**config.mk**
```make
export PLATFORM = sky130hd
export DESIGN_NAME = cmplx_mixer
export DESIGN_NICKNAME = d
export VERILOG_FILES = /design/src/rtl/mixer_pkg.sv /design/src/rtl/iq_fifo.sv /design/src/rtl/cmplx_mixer.sv
export SDC_FILE = /design/constraint.sdc
export NUM_CORES = 2
export LEC_CHECK = 0
export CORE_MARGIN = 5
export CORE_UTILIZATION = 45
export CTS_CLUSTER_SIZE = 40
export DETAILED_ROUTE_END_ITERATION = 12
export PLACE_DENSITY = 0.66
export SYNTH_ARGS = -nofsm -noshare
export SYNTH_HDL_FRONTEND = slang
export SYNTH_SLANG_ARGS = --single-unit
```
**constraint.sdc**
```tcl
create_clock -name clk -period 8.76 [get_ports clk]
set_input_delay 0.876 -clock clk [delete_from_list [all_inputs] [get_ports clk]]
set_output_delay 0.876 -clock clk [all_outputs]
set_load 0.05 [all_outputs]
```
**src/rtl/mixer_pkg.sv**
```systemverilog
// Shared widths, fixed-point constants and the I/Q sample type for the
// complex mixer datapath.
package mixer_pkg;

   localparam int SAMPLE_W = 16;
   localparam int PROD_W   = 32;
   localparam int SUM_W    = 33;
   localparam int FRAC_W   = 15;
   localparam int RND_W    = SUM_W - FRAC_W;

   localparam logic signed [SUM_W-1:0] RND_CONST = 33'sd16384;
   localparam logic signed [RND_W-1:0] SAT_MAX   = 18'sd32767;
   localparam logic signed [RND_W-1:0] SAT_MIN   = -18'sd32768;

   typedef struct packed {
      logic signed [SAMPLE_W-1:0] i;
      logic signed [SAMPLE_W-1:0] q;
   } iq_t;

endpackage

```
**src/rtl/iq_fifo.sv**
```systemverilog
// Synchronous FIFO used to align one input stream of the mixer.
// Ports:
//   clk, rst     clock, asynchronous active-high reset (pointers/occupancy)
//   push, din    write request and payload
//   pop, dout    read request and head-of-queue payload (combinational read)
//   full, empty  occupancy status
// A push while full is taken only when a pop happens in the same cycle.
module iq_fifo #(
   parameter int DEPTH = 8,
   parameter int W     = 32
) (
   input  logic         clk,
   input  logic         rst,
   input  logic         push,
   input  logic         pop,
   input  logic [W-1:0] din,
   output logic [W-1:0] dout,
   output logic         full,
   output logic         empty
);

   localparam int AW = $clog2(DEPTH);

   logic [W-1:0]  mem [DEPTH];
   logic [AW-1:0] wr_ptr;
   logic [AW-1:0] rd_ptr;
   logic [AW:0]   count;
   logic          do_push;
   logic          do_pop;

   assign full    = (count == (AW+1)'(DEPTH));
   assign empty   = (count == '0);
   assign do_pop  = pop && !empty;
   assign do_push = push && (!full || do_pop);
   assign dout    = mem[rd_ptr];

   always_ff @(posedge clk) begin
      if (do_push) mem[wr_ptr] <= din;
   end

   // Pointers wrap naturally because DEPTH is a power of two.
   always_ff @(posedge clk or posedge rst) begin
      if (rst) begin
         wr_ptr <= '0;
         rd_ptr <= '0;
         count  <= '0;
      end else begin
         if (do_push) wr_ptr <= wr_ptr + AW'(1);
         if (do_pop)  rd_ptr <= rd_ptr + AW'(1);
         case ({do_push, do_pop})
            2'b10:   count <= count + (AW+1)'(1);
            2'b01:   count <= count - (AW+1)'(1);
            default: count <= count;
         endcase
      end
   end

endmodule

```
**src/rtl/cmplx_mixer.sv**
```systemverilog
// Complex mixer: aligns a baseband I/Q stream with an NCO cos/sin stream
// through two FIFOs, then multiplies each pair by (cos +/- j*sin) in a
// four-stage pipeline with Q15 rounding and optional saturation.
// Ports:
//   clk, rst                      clock, asynchronous active-high reset
//   data_i_i, data_q_i, data_valid_i   input sample (Q15) and its valid
//   cos_i, sin_i, nco_valid_i     NCO sample (Q15) and its valid
//   conj_i                        0: up-shift, 1: down-shift (sampled at pop)
//   out_i_o, out_q_o, out_valid   mixed sample (Q15) and its valid
//   sat_o                         pulse with out_valid when a component clamped
//   ovf_o                         sticky: an input sample was dropped
module cmplx_mixer
   import mixer_pkg::*;
#(
   parameter int FIFO_DEPTH = 8,
   parameter bit SAT_EN     = 1'b1
) (
   input  logic                       clk,
   input  logic                       rst,
   input  logic signed [SAMPLE_W-1:0] data_i_i,
   input  logic signed [SAMPLE_W-1:0] data_q_i,
   input  logic                       data_valid_i,
   input  logic signed [SAMPLE_W-1:0] cos_i,
   input  logic signed [SAMPLE_W-1:0] sin_i,
   input  logic                       nco_valid_i,
   input  logic                       conj_i,
   output logic signed [SAMPLE_W-1:0] out_i_o,
   output logic signed [SAMPLE_W-1:0] out_q_o,
   output logic                       out_valid,
   output logic                       sat_o,
   output logic                       ovf_o
);

   function automatic logic signed [RND_W-1:0] round_q15(input logic signed [SUM_W-1:0] s);
      logic signed [SUM_W-1:0] t;
      t = s + RND_CONST;
      return t[SUM_W-1:FRAC_W];
   endfunction

   // Returns {clamped, value}.
   function automatic logic [SAMPLE_W:0] sat16(input logic signed [RND_W-1:0] r);
      if (SAT_EN && (r > SAT_MAX))      return {1'b1, SAT_MAX[SAMPLE_W-1:0]};
      else if (SAT_EN && (r < SAT_MIN)) return {1'b1, SAT_MIN[SAMPLE_W-1:0]};
      else                              return {1'b0, r[SAMPLE_W-1:0]};
   endfunction

   iq_t                      d_push;
   iq_t                      n_push;
   logic [2*SAMPLE_W-1:0]    d_head;
   logic [2*SAMPLE_W-1:0]    n_head;
   iq_t                      d_pop;
   iq_t                      n_pop;
   logic                     d_full, d_empty, n_full, n_empty;
   logic                     pop;
   logic                     drop;

   logic signed [SAMPLE_W-1:0] di_p0, dq_p0, cs_p0, sn_p0;
   logic                       conj_p0, vld_p0;
   logic signed [PROD_W-1:0]   ic_p1, qs_p1, is_p1, qc_p1;
   logic                       conj_p1, vld_p1;
   logic signed [SUM_W-1:0]    si_p2, sq_p2;
   logic                       vld_p2;

   logic signed [RND_W-1:0]    ri, rq;
   logic [SAMPLE_W:0]          fi, fq;

   assign d_push = '{i: data_i_i, q: data_q_i};
   assign n_push = '{i: cos_i, q: sin_i};
   assign d_pop  = iq_t'(d_head);
   assign n_pop  = iq_t'(n_head);

   // Pairing is strictly in order: pop both heads together or neither.
   assign pop  = !d_empty && !n_empty;
   assign drop = (data_valid_i && d_full && !pop) || (nco_valid_i && n_full && !pop);

   iq_fifo #(.DEPTH(FIFO_DEPTH), .W(2*SAMPLE_W)) u_data_fifo (
      .clk   (clk),
      .rst   (rst),
      .push  (data_valid_i),
      .pop   (pop),
      .din   (d_push),
      .dout  (d_head),
      .full  (d_full),
      .empty (d_empty)
   );

   iq_fifo #(.DEPTH(FIFO_DEPTH), .W(2*SAMPLE_W)) u_nco_fifo (
      .clk   (clk),
      .rst   (rst),
      .push  (nco_valid_i),
      .pop   (pop),
      .din   (n_push),
      .dout  (n_head),
      .full  (n_full),
      .empty (n_empty)
   );

   always_ff @(posedge clk) begin
      // S1: register the popped pair and its conj selection
      if (pop) begin
         di_p0   <= d_pop.i;
         dq_p0   <= d_pop.q;
         cs_p0   <= n_pop.i;
         sn_p0   <= n_pop.q;
         conj_p0 <= conj_i;
      end
      // S2: four full-precision products
      if (vld_p0) begin
         ic_p1   <= PROD_W'(di_p0) * PROD_W'(cs_p0);
         qs_p1   <= PROD_W'(dq_p0) * PROD_W'(sn_p0);
         is_p1   <= PROD_W'(di_p0) * PROD_W'(sn_p0);
         qc_p1   <= PROD_W'(dq_p0) * PROD_W'(cs_p0);
         conj_p1 <= conj_p0;
      end
      // S3: combine products, sign chosen by conj
      if (vld_p1) begin
         if (conj_p1) begin
            si_p2 <= SUM_W'(ic_p1) + SUM_W'(qs_p1);
            sq_p2 <= SUM_W'(qc_p1) - SUM_W'(is_p1);
         end else begin
            si_p2 <= SUM_W'(ic_p1) - SUM_W'(qs_p1);
            sq_p2 <= SUM_W'(is_p1) + SUM_W'(qc_p1);
         end
      end
   end

   // S4: round to Q15, then saturate or wrap
   always_comb begin
      ri = round_q15(si_p2);
      rq = round_q15(sq_p2);
      fi = sat16(ri);
      fq = sat16(rq);
   end

   always_ff @(posedge clk or posedge rst) begin
      if (rst) begin
         vld_p0    <= 1'b0;
         vld_p1    <= 1'b0;
         vld_p2    <= 1'b0;
         out_valid <= 1'b0;
         sat_o     <= 1'b0;
         ovf_o     <= 1'b0;
         out_i_o   <= '0;
         out_q_o   <= '0;
      end else begin
         vld_p0    <= pop;
         vld_p1    <= vld_p0;
         vld_p2    <= vld_p1;
         out_valid <= vld_p2;
         sat_o     <= vld_p2 && (fi[SAMPLE_W] || fq[SAMPLE_W]);
         if (vld_p2) begin
            out_i_o <= fi[SAMPLE_W-1:0];
            out_q_o <= fq[SAMPLE_W-1:0];
         end
         if (drop) ovf_o <= 1'b1;
      end
   end

endmodule

```
Yosys cells after proc, flatten, opt, wreduce, memory -nomap -nowiden
Memory sizes are Yosys's and may differ from the RTL's. A register that Yosys moved wholly into a read port is not among the register bits. Cells that the tools add are included.

Flip-flop bits (word level): 254. Memory bits (writable): 512. Input bits: 69. Output and inout port bits: 35. Word-level logic and storage cells: 87. Memories: 2.

Add/subtract/negate cells: 14. Multiply operators: 4. Magnitude comparators: 4. Equality and inequality tests: 6. Multiplexer cells: 12. Reductions and logical operators: 23.

Memories: u_data_fifo.mem (depth 8, width 32, rd ports 1, clocked after Yosys merged registers in 1, write ports 1, RTL line iq_fifo.sv:24) `logic [W-1:0] mem [DEPTH];`; u_nco_fifo.mem (depth 8, width 32, rd ports 1, clocked after Yosys merged registers in 1, write ports 1, RTL line iq_fifo.sv:24).

Operator list (number): $mul 16x16->32 (4); $mux 17 (4); $add 32x32->33 (2); $add 33x16->33 const B (2); $mux 33 (2); $sub 32x32->33 (2); $gt 18x16->1 const B (2); $lt 18x16->1 const B (2); $pmux 4 s2 (2); $add 3x1->3 const B (4); $logic_and 1x1->1 (10); $add 4x1->4 const B (2); $eq 4x4->1 const B (2); $logic_not 4->1 (2); $sub 4x1->4 const B (2); $logic_not 1->1 (5); $eq 2x1->1 const B (2); $eq 2x2->1 const B (2); $logic_or 1x1->1 (4); $mux 1 (4); $reduce_bool 2->1 (2).

Logic depth before layout (Yosys ltp)
Depth after elaboration: 8. Gate-level depth with buffers: 25.

Modules after synthesis
From an unflattened synthesis, not the netlist that was laid out.

Cells, all modules: 6241. Area total of the unflattened synthesis: 72998.8 µm².

By module, submodules not included: cmplx_mixer (times used 1, cells each 5357, area an instance 52192.6 µm², sequential area each 7917.6 µm²); iq_fifo at u_data_fifo (times used 1, cells each 442, area an instance 10405.0 µm², sequential area each 7937.6 µm²); iq_fifo at u_nco_fifo (times used 1, cells each 442, area an instance 10401.2 µm², sequential area each 7937.6 µm²).

Worst setup path after synthesis
OpenSTA, ideal clock, no wires.

Kind: register to register. Start: register sn_p0[7] (read register of u_nco_fifo.mem). End: register qs_p1[31] (data pin). Library setup time: 266 ps. Data arrival time: 6217 ps. Data required time: 8494 ps. Slack: 2277 ps. Cell stages (with the launch flop): 25. Buffers on the path: 1. Clock period less this slack: 6483 ps. Cell sequence: edfxtp_1 clkbuf_1 nand2_1 fa_1 inv_1 fa_1 inv_1 fa_1 inv_1 fa_1 fa_1 inv_1 fa_1 inv_1 ha_1 a21oi_1 o21ai_1 a211oi_1 o31a_1 a211oi_1 a211o_1 o41a_1 a22o_1 o41ai_1 xnor2_1.

Longest elaborated chain between the ends: 1.

Ends and longest elaborated chain: start: declaration (RTL line cmplx_mixer.sv:57) `logic signed [SAMPLE_W-1:0] di_p0, dq_p0, cs_p0, sn_p0;`; $mul 16x16->32 (RTL line cmplx_mixer.sv:110) `qs_p1 <= PROD_W'(dq_p0) * PROD_W'(sn_p0);`; end signal: assignment (RTL line cmplx_mixer.sv:110); end: declaration (RTL line cmplx_mixer.sv:59) `logic signed [PROD_W-1:0] ic_p1, qs_p1, is_p1, qc_p1;`.

No other way between the ends. A chain may end at the register's enable or synchronous reset.

Worst setup path in the final report
Same ends and word-level chain as after synthesis.

==> summary.txt <==
Run status
  • Status: complete, no violations

Clock network
  • TritonCTS Sinks: 802
  • Hold Buf Count CTS: 0
  • Resized cells post-CTS: 0
  • Longest Clk Path Bufs: 3
  • TritonCTS clock tree: yes
  • Worst-Skew Late Latency: 710 ps
  • TritonCTS Buffers: 86
  • Post-CTS Setup Inserts: 0
  • CTS H-tree lvls: 3
  • Clock-pin slew on the worst setup and hold paths: 60 ps
  • Root Buffer: clkbuf_16

Yosys
  • Post-synth EDFFs: 744
  • Synth cell types: 69
  • Sequential fraction of the synthesis area: 0.331
  • Ys flop type: edfxtp_1
  • Asr flop ratio synth: 0.0723
  • Post-Syn Area per Cell: 11.7 um^2
  • Post-Syn Area: 72000 um^2
  • Yosys reg bits: 802
  • Warnings, synthesis: 0
  • Mapped Nets: 7682
  • Cells after synthesis: 6159

Setup path
  • Reg-to-Reg End: qs_p1[31]
  • Crit start category: register
  • CP Capture Type: register
  • FF-to-FF path depth: 22
  • Type of the worst setup path: register to register
  • R2R Setup Slk: 1340 ps
  • Crit Path Max Fanout: 17
  • R2r startpoint: sn_p0[7]
  • Critical Path AT: 7840 ps
  • Worst EP required: 9190 ps

Placement
  • Placer Congestion: 0.897
  • Dpl ws: 1400 ps
  • Post-DP HPWL: 130000 um
  • Port bufs: 103

Detailed routing
  • Via count: 44.1k
  • First-pass DRT Iterations: 6
  • Initial drt markers: 3000
  • # DRC: 0
  • WL met2: 80500 um
  • M1 WL: 72500 um
  • DR WL met3: 13500 um
  • DR WL/cell: 20.5 um
  • Antenna Nets Post-Route: 0
  • DRT Wirelength: 171000 um
  • Uppermost layer routed: met5
  • Vias per cell: 5.27

Floorplan
  • Die width: 410 um
  • Die area: 168000 um^2
  • Initial Util: 0.453
  • Core area: 159000 um^2
  • Die Y: 410 um
  • # IOs: 104
  • Site row count: 146

Job
  • Max cap viols: 0

Layout
  • Area delta synth->final: 9.28%
  • Share of cells above drive strength 1: 0.0768
  • Post-layout util: 0.495
  • Number of fill cells: 13.9k
  • Final net count: 7744

Timing
  • Finish-stage setup viols: 0
  • Min Tclk post-route: 7420 ps
  • Slew headroom: 0.158
  • Setup TNS: 0 ps
  • Pins Over Slew Limit: 0
  • RSZ-0062 raised after global routing: no
  • Clock Skew: 33.4 ps
  • Period utilization: 0.847
  • Hold violation total from the final report: 0
  • Worst Setup Slack, final: 1340 ps
  • F_max: 0.135 GHz
  • Worst-margin pin slew: 1260 ps

GRT
  • First-pass GRT wire length: 275000 um
  • GRT Util Overall: 0.210
  • Pin count of the biggest net entering global routing: 67
  • Remaining global-route overflow: 0
  • Antenna violations before repair: 30
  • Vias in the first global route: 47.6k

Worst hold path
  • Hold EP: conj_p1
  • Hold_sp: conj_p0
  • Hold Path Cell Cnt: 0
  • Min-delay worst type: register to register
## layout by cell type, fill, tap and decap left out, types with 20 or more instances in the layout
master / netlist / layout
ha_1: 404 / 404
xor2_1: 80 / 80
nand2_1: 564 / 564
nor2_1: 202 / 190
o211ai_1: 20 / 20
clkdlybuf4s50_1: 0 / 103
dfrtp_1: 58 / 53
edfxtp_1: 744 / 744
a21o_1: 66 / 66
xnor2_1: 198 / 198
o21ai_0: 51 / 51
fa_1: 1050 / 1050
and3_1: 26 / 26
clkbuf_16: 0 / 87
o21a_1: 38 / 37
inv_1: 1190 / 1189
nand3_1: 47 / 47
buf_4: 1 / 123
o21ai_1: 21 / 21
nor3_1: 48 / 44
nand2b_1: 35 / 35
a21oi_1: 151 / 151
o21bai_1: 22 / 22
mux4_2: 128 / 128
mux2_2: 69 / 69
and2_1: 508 / 508
## stage by stage
step,instance area (um^2),instances,hold slack [ps]
after floorplan,72000,6159,390
after detailed placement,75700,8205,408
final,78600,8375,427
after global placement,75700,8205,406
after global routing,78600,8365,428
after CTS,78600,8365,422
## final cells by class
class                   instances  area (um^2)  share of cell area
clock buffers                 117         2400              0.0305
clock inverters                43          487             0.00619
inverters                    1191         4470              0.0569
multi-input cells            3912        42900               0.545
repair buffers                228         1990              0.0254
well taps                    2072         2590              0.0330
flip-flops and latches        802        23800               0.303
diodes                         10         25.0            0.000318
## flip-flops by register name, summed over array words and instances (netlist names), 3 cells and up
name and count:
u_data_fifo.mem 256, out_q_o 16, u_nco_fifo.rd_ptr 3, di_p0 16, out_i_o 16, u_data_fifo.count 4
dq_p0 16, u_nco_fifo.wr_ptr 3, u_nco_fifo.mem 256, qc_p1 32, sq_p2 19, u_data_fifo.rd_ptr 3
cs_p0 16, u_data_fifo.wr_ptr 3, is_p1 32, qs_p1 32, ic_p1 32, u_nco_fifo.count 4
sn_p0 16, si_p2 19
## per-layer routing
metal / vias up / track usage
met4: 18 / 0.0591
met3: 267 / 0.0490
met5: - / 0
met1: 22700 / 0.288
met2: 1311 / 0.339
li1: 19800 / -
## critical path: stages (launching register included)
cell and delay [ps]:
edfxtp_1 850, buf_4 380, nand2_1 130, fa_1 580
inv_1 50, fa_1 480, fa_1 580, fa_1 470
fa_1 500, inv_1 50, fa_1 470, inv_1 40
ha_1 350, a21oi_1 160, o21ai_0 110, a211oi_1 230
o31a_1 290, a211oi_1 120, a211o_1 320, o41a_1 340
a22o_1 240, o41ai_1 300, xnor2_1 110
## synth_stat cells, drive strengths merged, types with 14 or more instances
cell,n,area share
a21o,66,0.0069
a21oi,151,0.011
a31oi,19,0.0017
and2,508,0.044
and3,26,0.0023
buf,21,0.0012
clkbuf,233,0.012
dfrtp,58,0.020
edfxtp,744,0.31
fa,1050,0.29
ha,404,0.070
inv,1190,0.062
mux2,69,0.011
mux4,128,0.040
nand2,564,0.029
nand2b,35,0.0030
nand3,47,0.0033
nand4,18,0.0016
nor2,202,0.011
nor2b,14,0.0012
nor3,48,0.0033
o211ai,20,0.0021
o21a,38,0.0040
o21ai,72,0.0050
o21bai,22,0.0023
o22a,15,0.0018
xnor2,198,0.024
xor2,80,0.0097
## worst max path at each step
| stage | from | endpoint | slack [ps] | cells past startpoint |
|---|---|---|---|---|
| global route | sn_p0[7] | qs_p1[31] | 990 | 22 |
| detailed placement | sn_p0[7] | qs_p1[31] | 1400 | 22 |
| CTS | sn_p0[7] | qs_p1[31] | 1390 | 22 |
| global placement | sn_p0[3] | is_p1[31] | 1540 | 21 |
| floorplan | sn_p0[7] | qs_p1[31] | 2280 | 24 |
| finish | sn_p0[7] | qs_p1[31] | 1340 | 22 |
## logic make-up (layout without fill, tap and decap cells)
group | after synthesis | in the layout | share of synthesized area
DFF | 802 | 802 | 0.331
muxes | 201 | 201 | 0.0514
AOI/OAI and AO/OA | 474 | 474 | 0.0433
adders and majority gates | 1454 | 1454 | 0.362
and+or+nand+nor | 1505 | 1505 | 0.103
xor gates and xnor gates | 278 | 278 | 0.0338
buffers and inverters | 1445 | 1579 | 0.0755
other | 0 | 10 | 0
Power is left out: the tool's default activity adds up to more than one toggle a clock period on the data nets, which glitch-free logic cannot reach.
